File: src/rtl/matmul_pkg.sv
// matmul_pkg
// Shared definitions for the sequential matrix-multiply controller:
//   - controller state encoding (IDLE / RUN / DONE)
//   - default matrix dimension and element width
//   - row-major element index helper (row*n + col)
package matmul_pkg;

    localparam int unsigned N_DEFAULT = 2;
    localparam int unsigned W_DEFAULT = 32;

    typedef enum logic [1:0] {
        IDLE = 2'd0,
        RUN  = 2'd1,
        DONE = 2'd2
    } state_t;

    function automatic int unsigned rm_index(
        input int unsigned row,
        input int unsigned col,
        input int unsigned n
    );
        return row * n + col;
    endfunction

endpackage

File: src/rtl/matmul_seq_ctrl_mac.sv
// mac_unit
// Combinational multiply-accumulate shared by every step of the sequence.
//   a, b    : operand elements (unsigned, W bits)
//   acc_in  : running partial sum held by the controller
//   clr     : start a new dot product (ignore acc_in)
//   y       : (clr ? 0 : acc_in) + a*b, kept to the low W bits
module mac_unit
    import matmul_pkg::*;
#(
    parameter int unsigned W = W_DEFAULT
) (
    input  logic [W-1:0] a,
    input  logic [W-1:0] b,
    input  logic [W-1:0] acc_in,
    input  logic         clr,
    output logic [W-1:0] y
);

    logic [W-1:0] base;

    assign base = clr ? '0 : acc_in;

    // W-bit context: product and sum both wrap modulo 2^W.
    assign y = base + a * b;

endmodule

File: src/rtl/matmul_seq_ctrl.sv
// matmul_seq_ctrl
// Computes C = A*B (N x N, unsigned W-bit, wrapping) with one shared MAC,
// one multiply-accumulate per clock, N^3 clocks per product.
//
// Ports
//   clk, rst        : clock, synchronous active-high reset
//   wr_en/wr_sel    : operand write strobe / target (0 = A, 1 = B), IDLE only
//   wr_addr/wr_data : row-major element index and value
//   start           : begin a product, IDLE only
//   busy            : high for the whole MAC sequence
//   done            : one-cycle completion pulse
//   rd_addr/rd_data : registered read port into C (out-of-range reads give 0)
//
// FSM states
//   state | meaning
//   IDLE  | operands writable, waiting for start
//   RUN   | stepping i/k/j counters, one MAC per clock
//   DONE  | C complete, single-cycle done pulse, then back to IDLE
module matmul_seq_ctrl
    import matmul_pkg::*;
#(
    parameter  int unsigned N  = N_DEFAULT,
    parameter  int unsigned W  = W_DEFAULT,
    localparam int unsigned AW = $clog2(N * N)
) (
    input  logic          clk,
    input  logic          rst,
    input  logic          wr_en,
    input  logic          wr_sel,
    input  logic [AW-1:0] wr_addr,
    input  logic [W-1:0]  wr_data,
    input  logic          start,
    output logic          busy,
    output logic          done,
    input  logic [AW-1:0] rd_addr,
    output logic [W-1:0]  rd_data
);

    localparam int unsigned   CW       = $clog2(N);
    localparam logic [CW-1:0] CNT_LAST = CW'(N - 1);
    localparam logic [AW:0]   ELEM_CNT = (AW + 1)'(N * N);

    state_t         state_q;
    state_t         state_d;
    logic           busy_d;
    logic           done_d;

    logic [CW-1:0]  cnt_i;
    logic [CW-1:0]  cnt_k;
    logic [CW-1:0]  cnt_j;
    logic           j_last;
    logic           k_last;
    logic           i_last;
    logic           last_mac;

    logic [AW-1:0]  a_idx;
    logic [AW-1:0]  b_idx;
    logic [AW-1:0]  c_idx;

    logic [W-1:0]   acc_q;
    logic [W-1:0]   mac_y;
    logic           mac_clr;

    logic           wr_ok;
    logic           rd_ok;

    logic [W-1:0]   mem_a [N*N];
    logic [W-1:0]   mem_b [N*N];
    logic [W-1:0]   mem_c [N*N];

    // ------------------------------------------------------------------
    // Loop bookkeeping: j innermost, then k, then i.
    // ------------------------------------------------------------------
    assign j_last   = (cnt_j == CNT_LAST);
    assign k_last   = (cnt_k == CNT_LAST);
    assign i_last   = (cnt_i == CNT_LAST);
    assign last_mac = j_last && k_last && i_last;

    assign a_idx = AW'(rm_index(32'(cnt_i), 32'(cnt_j), N));
    assign b_idx = AW'(rm_index(32'(cnt_j), 32'(cnt_k), N));
    assign c_idx = AW'(rm_index(32'(cnt_i), 32'(cnt_k), N));

    assign mac_clr = (cnt_j == '0);

    mac_unit #(
        .W (W)
    ) u_mac (
        .a      (mem_a[a_idx]),
        .b      (mem_b[b_idx]),
        .acc_in (acc_q),
        .clr    (mac_clr),
        .y      (mac_y)
    );

    // ------------------------------------------------------------------
    // FSM
    // ------------------------------------------------------------------
    always_comb begin
        state_d = state_q;
        busy_d  = 1'b0;
        done_d  = 1'b0;
        case (state_q)
            IDLE:    if (start) state_d = RUN;
            RUN:     if (last_mac) state_d = DONE;
            DONE:    state_d = IDLE;
            default: state_d = IDLE;
        endcase
        // Decoded from the next state so busy/done leave a flop aligned
        // with the state register itself.
        busy_d = (state_d == RUN);
        done_d = (state_d == DONE);
    end

    always_ff @(posedge clk) begin
        if (rst) begin
            state_q <= IDLE;
            busy    <= 1'b0;
            done    <= 1'b0;
        end else begin
            state_q <= state_d;
            busy    <= busy_d;
            done    <= done_d;
        end
    end

    // ------------------------------------------------------------------
    // Counters and accumulator. Counters sit at zero outside RUN so every
    // run starts from element (0,0,0); after the last MAC they wrap to
    // zero naturally.
    // ------------------------------------------------------------------
    always_ff @(posedge clk) begin
        if (rst || state_q != RUN) begin
            cnt_i <= '0;
            cnt_k <= '0;
            cnt_j <= '0;
        end else begin
            cnt_j <= j_last ? '0 : cnt_j + 1'b1;
            if (j_last) begin
                cnt_k <= k_last ? '0 : cnt_k + 1'b1;
                if (k_last) begin
                    cnt_i <= i_last ? '0 : cnt_i + 1'b1;
                end
            end
        end
    end

    always_ff @(posedge clk) begin
        if (rst) begin
            acc_q <= '0;
        end else if (state_q == RUN) begin
            acc_q <= mac_y;
        end
    end

    // ------------------------------------------------------------------
    // Operand and result storage (not reset). A write landing on the same
    // edge as start is seen by the first MAC one clock later.
    // ------------------------------------------------------------------
    assign wr_ok = ({1'b0, wr_addr} < ELEM_CNT);
    assign rd_ok = ({1'b0, rd_addr} < ELEM_CNT);

    always_ff @(posedge clk) begin
        if (!rst && state_q == IDLE && wr_en && wr_ok && !wr_sel) begin
            mem_a[wr_addr] <= wr_data;
        end
    end

    always_ff @(posedge clk) begin
        if (!rst && state_q == IDLE && wr_en && wr_ok && wr_sel) begin
            mem_b[wr_addr] <= wr_data;
        end
    end

    // The final dot product lands on the same edge that enters DONE.
    always_ff @(posedge clk) begin
        if (!rst && state_q == RUN && j_last) begin
            mem_c[c_idx] <= mac_y;
        end
    end

    always_ff @(posedge clk) begin
        if (rst) begin
            rd_data <= '0;
        end else begin
            rd_data <= rd_ok ? mem_c[rd_addr] : '0;
        end
    end

endmodule

File: config.mk
export PLATFORM = sky130hd
export DESIGN_NAME = matmul_seq_ctrl
export DESIGN_NICKNAME = d
export VERILOG_FILES = /design/src/rtl/matmul_pkg.sv /design/src/rtl/matmul_seq_ctrl_mac.sv /design/src/rtl/matmul_seq_ctrl.sv
export SDC_FILE = /design/constraint.sdc
export NUM_CORES = 2
export LEC_CHECK = 0
export ABC_AREA = 1
export CORE_MARGIN = 4
export CORE_UTILIZATION = 38
export DETAILED_ROUTE_END_ITERATION = 6
export HOLD_SLACK_MARGIN = 0.06
export PLACE_DENSITY = 0.62
export SYNTH_ARGS = -nofsm -noshare
export SYNTH_HDL_FRONTEND = slang
export SYNTH_HIERARCHICAL = 1
export SYNTH_SLANG_ARGS = --single-unit
File: constraint.sdc
create_clock -name clk -period 9.3 [get_ports clk]
set_clock_uncertainty 0.15 [all_clocks]
set_input_delay 1.86 -clock clk [delete_from_list [all_inputs] [get_ports clk]]
set_output_delay 1.86 -clock clk [all_outputs]
set_load 0.01 [all_outputs]
# --- After elaboration in Yosys (flattened, before gate mapping) ---
# Memory sizes are Yosys's and may differ from the RTL's. A register that Yosys moved wholly into a read port is not among the register bits.
# Cells that the tools add are included.
op_classes:
  muxes: 12
  n_eq_ne: 4
  multipliers: 1
  add_sub_neg: 7
  reduce_logical: 14
ops:
  columns: ["op", "count"]
  rows:
  - ["$add 32x32->32", 1]
  - ["$mul 32x32->32", 1]
  - ["$mux 32", 1]
  - ["$logic_and 1x1->1", 8]
  - ["$mux 1", 8]
  - ["$add 2x1->2", 3]
  - ["$eq 2x1->1 const B", 2]
  - ["$mux 2", 2]
  - ["$pmux 2 s2", 1]
  - ["$add 1x1->1 const B", 3]
  - ["$eq 2x2->1 const B", 1]
  - ["$logic_not 1->1", 2]
  - ["$logic_not 2->1", 1]
  - ["$ne 2x1->1 const B", 1]
  - ["$reduce_and 2->1", 1]
  - ["$reduce_or 2->1", 1]
  - ["$logic_or 1x1->1", 1]
totals:
  regBits: 39
  output_inout_bits: 34
  ram_bits: 384
  memories: 3
  wordCells: 48
mem_list:
  columns: ["memory", "words", "word_bits", "rd", "rd_ports_with_merged_regs", "write_ports", "line", "source"]
  rows:
  - ["mem_a", 4, 32, 1, 0, 1, "matmul_seq_ctrl.sv:67", "logic [W-1:0] mem_a [N*N];"]
  - ["mem_b", 4, 32, 1, 0, 1, "matmul_seq_ctrl.sv:68", "logic [W-1:0] mem_b [N*N];"]
  - ["mem_c", 4, 32, 1, 1, 1, "matmul_seq_ctrl.sv:69", "logic [W-1:0] mem_c [N*N];"]

# --- Logic depth before layout (Yosys ltp) ---
logic_depth:
  word_depth: 6
  ltp_mapped: 40
  depth_no_buf: 35

# --- Modules after synthesis ---
# The synthesis kept the hierarchy.
modules_own_cells:
  columns: ["module", "seq_area_each_um2", "instances", "area_each_um2", "cells_per_inst"]
  rows:
  - ["mac_unit", 0.0, 1, 18226.2, 2536]
  - ["matmul_seq_ctrl", 12952.4, 1, 17169.0, 1410]

# --- Least setup slack after synthesis ---
# No wires, ideal clock.
synth_path:
  kind: "register -> register"
  from: "register cnt_k"
  to: "register acc_q[30]"
  required_time_ns: 9.034
  t_arrival_ns: 7.319
  setup_ns: 0.116
  period_less_slack_ns: 7.585
  stages_incl_launch_ff: 36
  slack_ns: 1.715
  path_cell_list: "dfxtp_1 buf_4 inv_2 buf_6 buf_2 nand3_1 nand3_1 clkbuf_1 clkbuf_1 nand2_1 inv_1 fa_1 fa_1 fa_1 inv_1 fa_1 inv_1 fa_1 inv_1 fa_1 inv_1 fa_1 inv_1 fa_1 inv_1 ha_1 nand2_1 nor4_1 nand2_1 o211ai_2 nand2_1 nand2_1 a21oi_1 xor2_1 o21ai_0 nor2_1"
synth_between:
  elab_chain_len: 4
synth_lines:
  columns: ["element", "line", "source"]
  rows:
  - ["start, declared", "matmul_seq_ctrl.sv:49", "logic [CW-1:0] cnt_k;"]
  - ["start signal, assigned", "matmul_seq_ctrl.sv:139", "cnt_k <= k_last ? '0 : cnt_k + 1'b1;"]
  - ["$add 2x1->2", "matmul_pkg.sv:22", "return row * n + col;"]
  - ["$mem_v2 4x32", null, null]
  - ["$mul 32x32->32", "matmul_seq_ctrl_mac.sv:24", "assign y = base + a * b;"]
  - ["$add 32x32->32", "matmul_seq_ctrl_mac.sv:24", null]
  - ["named net mac_y[30]", "matmul_seq_ctrl.sv:61", "logic [W-1:0] mac_y;"]
  - ["end signal, assigned", "matmul_seq_ctrl.sv:151", "acc_q <= mac_y;"]
  - ["end, declared", "matmul_seq_ctrl.sv:60", "logic [W-1:0] acc_q;"]
# The timed path passes the listed nets, and every way through them passes these cells.
# A chain may end at the register's enable or synchronous reset.

# --- Worst setup path after layout ---
layout_path:
  from: "register cnt_j"
  to: "register acc_q[28]"
layout_between:
  elab_chain_len: 4
  word_cells_on_any_way: 7
layout_lines:
  columns: ["element", "line", "source"]
  rows:
  - ["start, declared", "matmul_seq_ctrl.sv:50", "logic [CW-1:0] cnt_j;"]
  - ["start signal, assigned", "matmul_seq_ctrl.sv:137", "cnt_j <= j_last ? '0 : cnt_j + 1'b1;"]
  - ["$add 2x1->2", "matmul_pkg.sv:22", null]
  - ["$mem_v2 4x32 (on tied branches)", null, null]
  - ["$mul 32x32->32", "matmul_seq_ctrl_mac.sv:24", null]
  - ["$add 32x32->32 *", "matmul_seq_ctrl_mac.sv:24", null]
  - ["named net mac_y[28]", "matmul_seq_ctrl.sv:61", null]
# The timed path passes the listed nets; every way through them passes the cells marked *.

==> results.tsv <==
metric	value	unit
min-delay-path-class	reg -> reg	
drcViolationCount	0	
antenna_found_initial	1	
die-area	98090	um2
multi_input_area	17550	um2
core	92080	um2
cts_tree	done	
wl_per_cell	16.82	um
ant_nets	0	
grt_usage	18.21	%
fmax	115.1	MHz
synth_area	35400	um2
synthArstFlopShare	0	%
die_h	313.2	um
clockBufferDepth	3	
drtIter0Drc	1874	
cts-root-buf	clkbuf_16	
crit_path_max_incr_delay	0.67	ns
fillerInstances	8827	
cts_sinks	455	
cts_resized	0	
yosysWarnings	6	
grt_pass1_wl	140500	um
fp.dieW	313.2	um
cts_buffers	47	
layout_common_cells	inv_1 (1087), nand2_1 (870), fa_1 (438)	
dr.pass1.iters	6	
synth_edf_count	384	
postCtsSetupBuffers	0	
initial_utilization	38.44	%
hold_viol	0	
vias_per_cell	4.693	
drive_above_1_share	5.156	%
seq_area_frac_synth	36.59	%
setup_tns	0	ns
layout_min_cycle_time	8.685	ns
min_period_over_period	93.39	%
core.rowCount	111	
crit_arrival	9.06	ns
max_cap_violations	0	
relSlewSlack	21.23	%
maxSlewViolCount	0	
insertedDiodeCount	0	
grt_max_degree	107	
gr-total-overflow	0	
synth_seq_cells	455	
critPathKind	reg -> reg	
clkLatencyLatePin	0.60	ns
clk_pin_slew	0.06	ns
syn_to_final_growth	10.77	%
status	finished, final reports clean	
vias	24680	
synth_nets	4549	
grt_pass1_vias	24950	
grt_setup_unrepaired	no	
critPathLaunchType	register	
ys_types	40	
cts_max_level	2	
hpwl	65930	um
routed_wl	88440	um
num_io_pins	75	
end_kind	register	
critPathRequiredTime	9.67	ns
synth_cells	3946	
cp_max_fo	106	
cts-hold-fix-buffers	0	
nets	4580	
port_buffers	74	
mostFrequentLayoutCell	inv_1	
gp_congestion	0.9082	
setup_violations	0	
register_area	12960	um2
worst_pin_slew	1.179	ns
avgSynthCellArea	8.970	um2
synth_ff_type	edfxtp_1	
cp_slowest_cell	nand3_1	
-- sequential cells by signal (all words and copies together), names as in the netlist --
| name | flops |
|---|---|
| mem_a | 128 |
| rd_data | 32 |
| cnt_j | 1 |
| acc_q | 32 |
| state_q | 2 |
| cnt_i | 1 |
| done | 1 |
| mem_b | 128 |
| busy | 1 |
| cnt_k | 1 |
| mem_c | 128 |
-- worst paths after layout --
| check | start | endpoint | slack, ns | depth (start not counted) |
|---|---|---|---|---|
| worst max-delay path | cnt_j$_SDFF_PP0_ | acc_q[28]$_SDFFE_PP0N_ | 0.61 | 33 |
| worst max register to register | cnt_j$_SDFF_PP0_ | acc_q[28]$_SDFFE_PP0N_ | 0.61 | 33 |
| worst min register to register | acc_q[1]$_SDFFE_PP0N_ | acc_q[1]$_SDFFE_PP0N_ | 0.33 | 2 |
| worst min-delay path | acc_q[1]$_SDFFE_PP0N_ | acc_q[1]$_SDFFE_PP0N_ | 0.33 | 2 |
-- final cells by class --
type                            count  share of cell area, %
Multi-Input combinational cell   2213                  44.75
Clock inverter                     27                 0.7691
Clock buffer                       60                  3.226
Tap cell                         1243                  3.967
Sequential cell                   455                  33.04
Timing Repair Buffer              166                  3.766
Inverter                         1094                  10.48
-- critical path, delay by kind of cell (launching register included) --
| family | cells | cell delay, ns |
|---|---|---|
| XOR/XNOR | 1 | 0.49 |
| AND/OR/NAND/NOR | 6 | 1.12 |
| flip-flops | 1 | 0.41 |
| buffers and inverters | 10 | 1.31 |
| adder cells (fa/ha/maj) | 9 | 3.90 |
| AO/OA/AOI/OAI | 7 | 1.09 |
-- cell families after synthesis --
group,Yosys count,share of synthesized area (%)
AO/OA/AOI/OAI,255,3.775
AND/OR/NAND/NOR,1356,15.22
XOR/XNOR,40,0.9898
adder cells (fa/ha/maj),562,29.16
flip-flops,455,36.59
buffers and inverters,1278,14.26
-- stage by stage --
| stage | utilization (%) | hold slack [ns] | instances | worst slack [ns] | area [um2] |
|---|---|---|---|---|---|
| after floorplan | - | 0.3050 | 3946 | 1.715 | 35400 |
| after global placement | 40.85 | 0.3147 | 5171 | 0.5786 | 37620 |
| after detailed placement | 40.85 | 0.3252 | 5171 | 0.5340 | 37620 |
| after CTS | 42.55 | 0.3398 | 5258 | 0.4999 | 39180 |
| after global routing | 42.58 | 0.3552 | 5258 | 0.001301 | 39210 |
| final | 42.58 | 0.3341 | 5258 | 0.6147 | 39210 |
-- layer usage --
layer | GRT usage, % | vias up | wire [um]
met2 | 31.23 | 685 | 43090
met1 | 24.59 | 12170 | 38160
li1 | - | 11690 | -
met4 | 4.235 | 2 | 2038
met5 | 0 | - | 16
met3 | 2.526 | 132 | 5143
-- synth_stat cells (4+ instances only) --
cell	instances	area (um2)
buf_2	53	265.3
edfxtp_1	384	11530
fa_1	438	8768
xnor2_1	16	140.1
o21ai_0	106	530.5
nor3_1	12	60.06
xor2_1	24	210.2
o21bai_1	4	30.03
buf_6	20	225.2
a21oi_1	62	310.3
nor2_1	281	1055
dfxtp_1	71	1421
buf_1	8	30.03
o21ai_1	66	330.3
a21o_1	4	30.03
ha_1	124	1551
nand4_1	8	50.05
nand2_1	870	3266
buf_4	8	60.06
nand3b_1	5	37.54
inv_2	6	22.52
nand3_1	171	855.8
inv_1	1087	4080
clkbuf_1	93	349.1
Power is left out: the tool's default activity adds up to more than one toggle a clock period on the data nets, which glitch-free logic cannot reach.
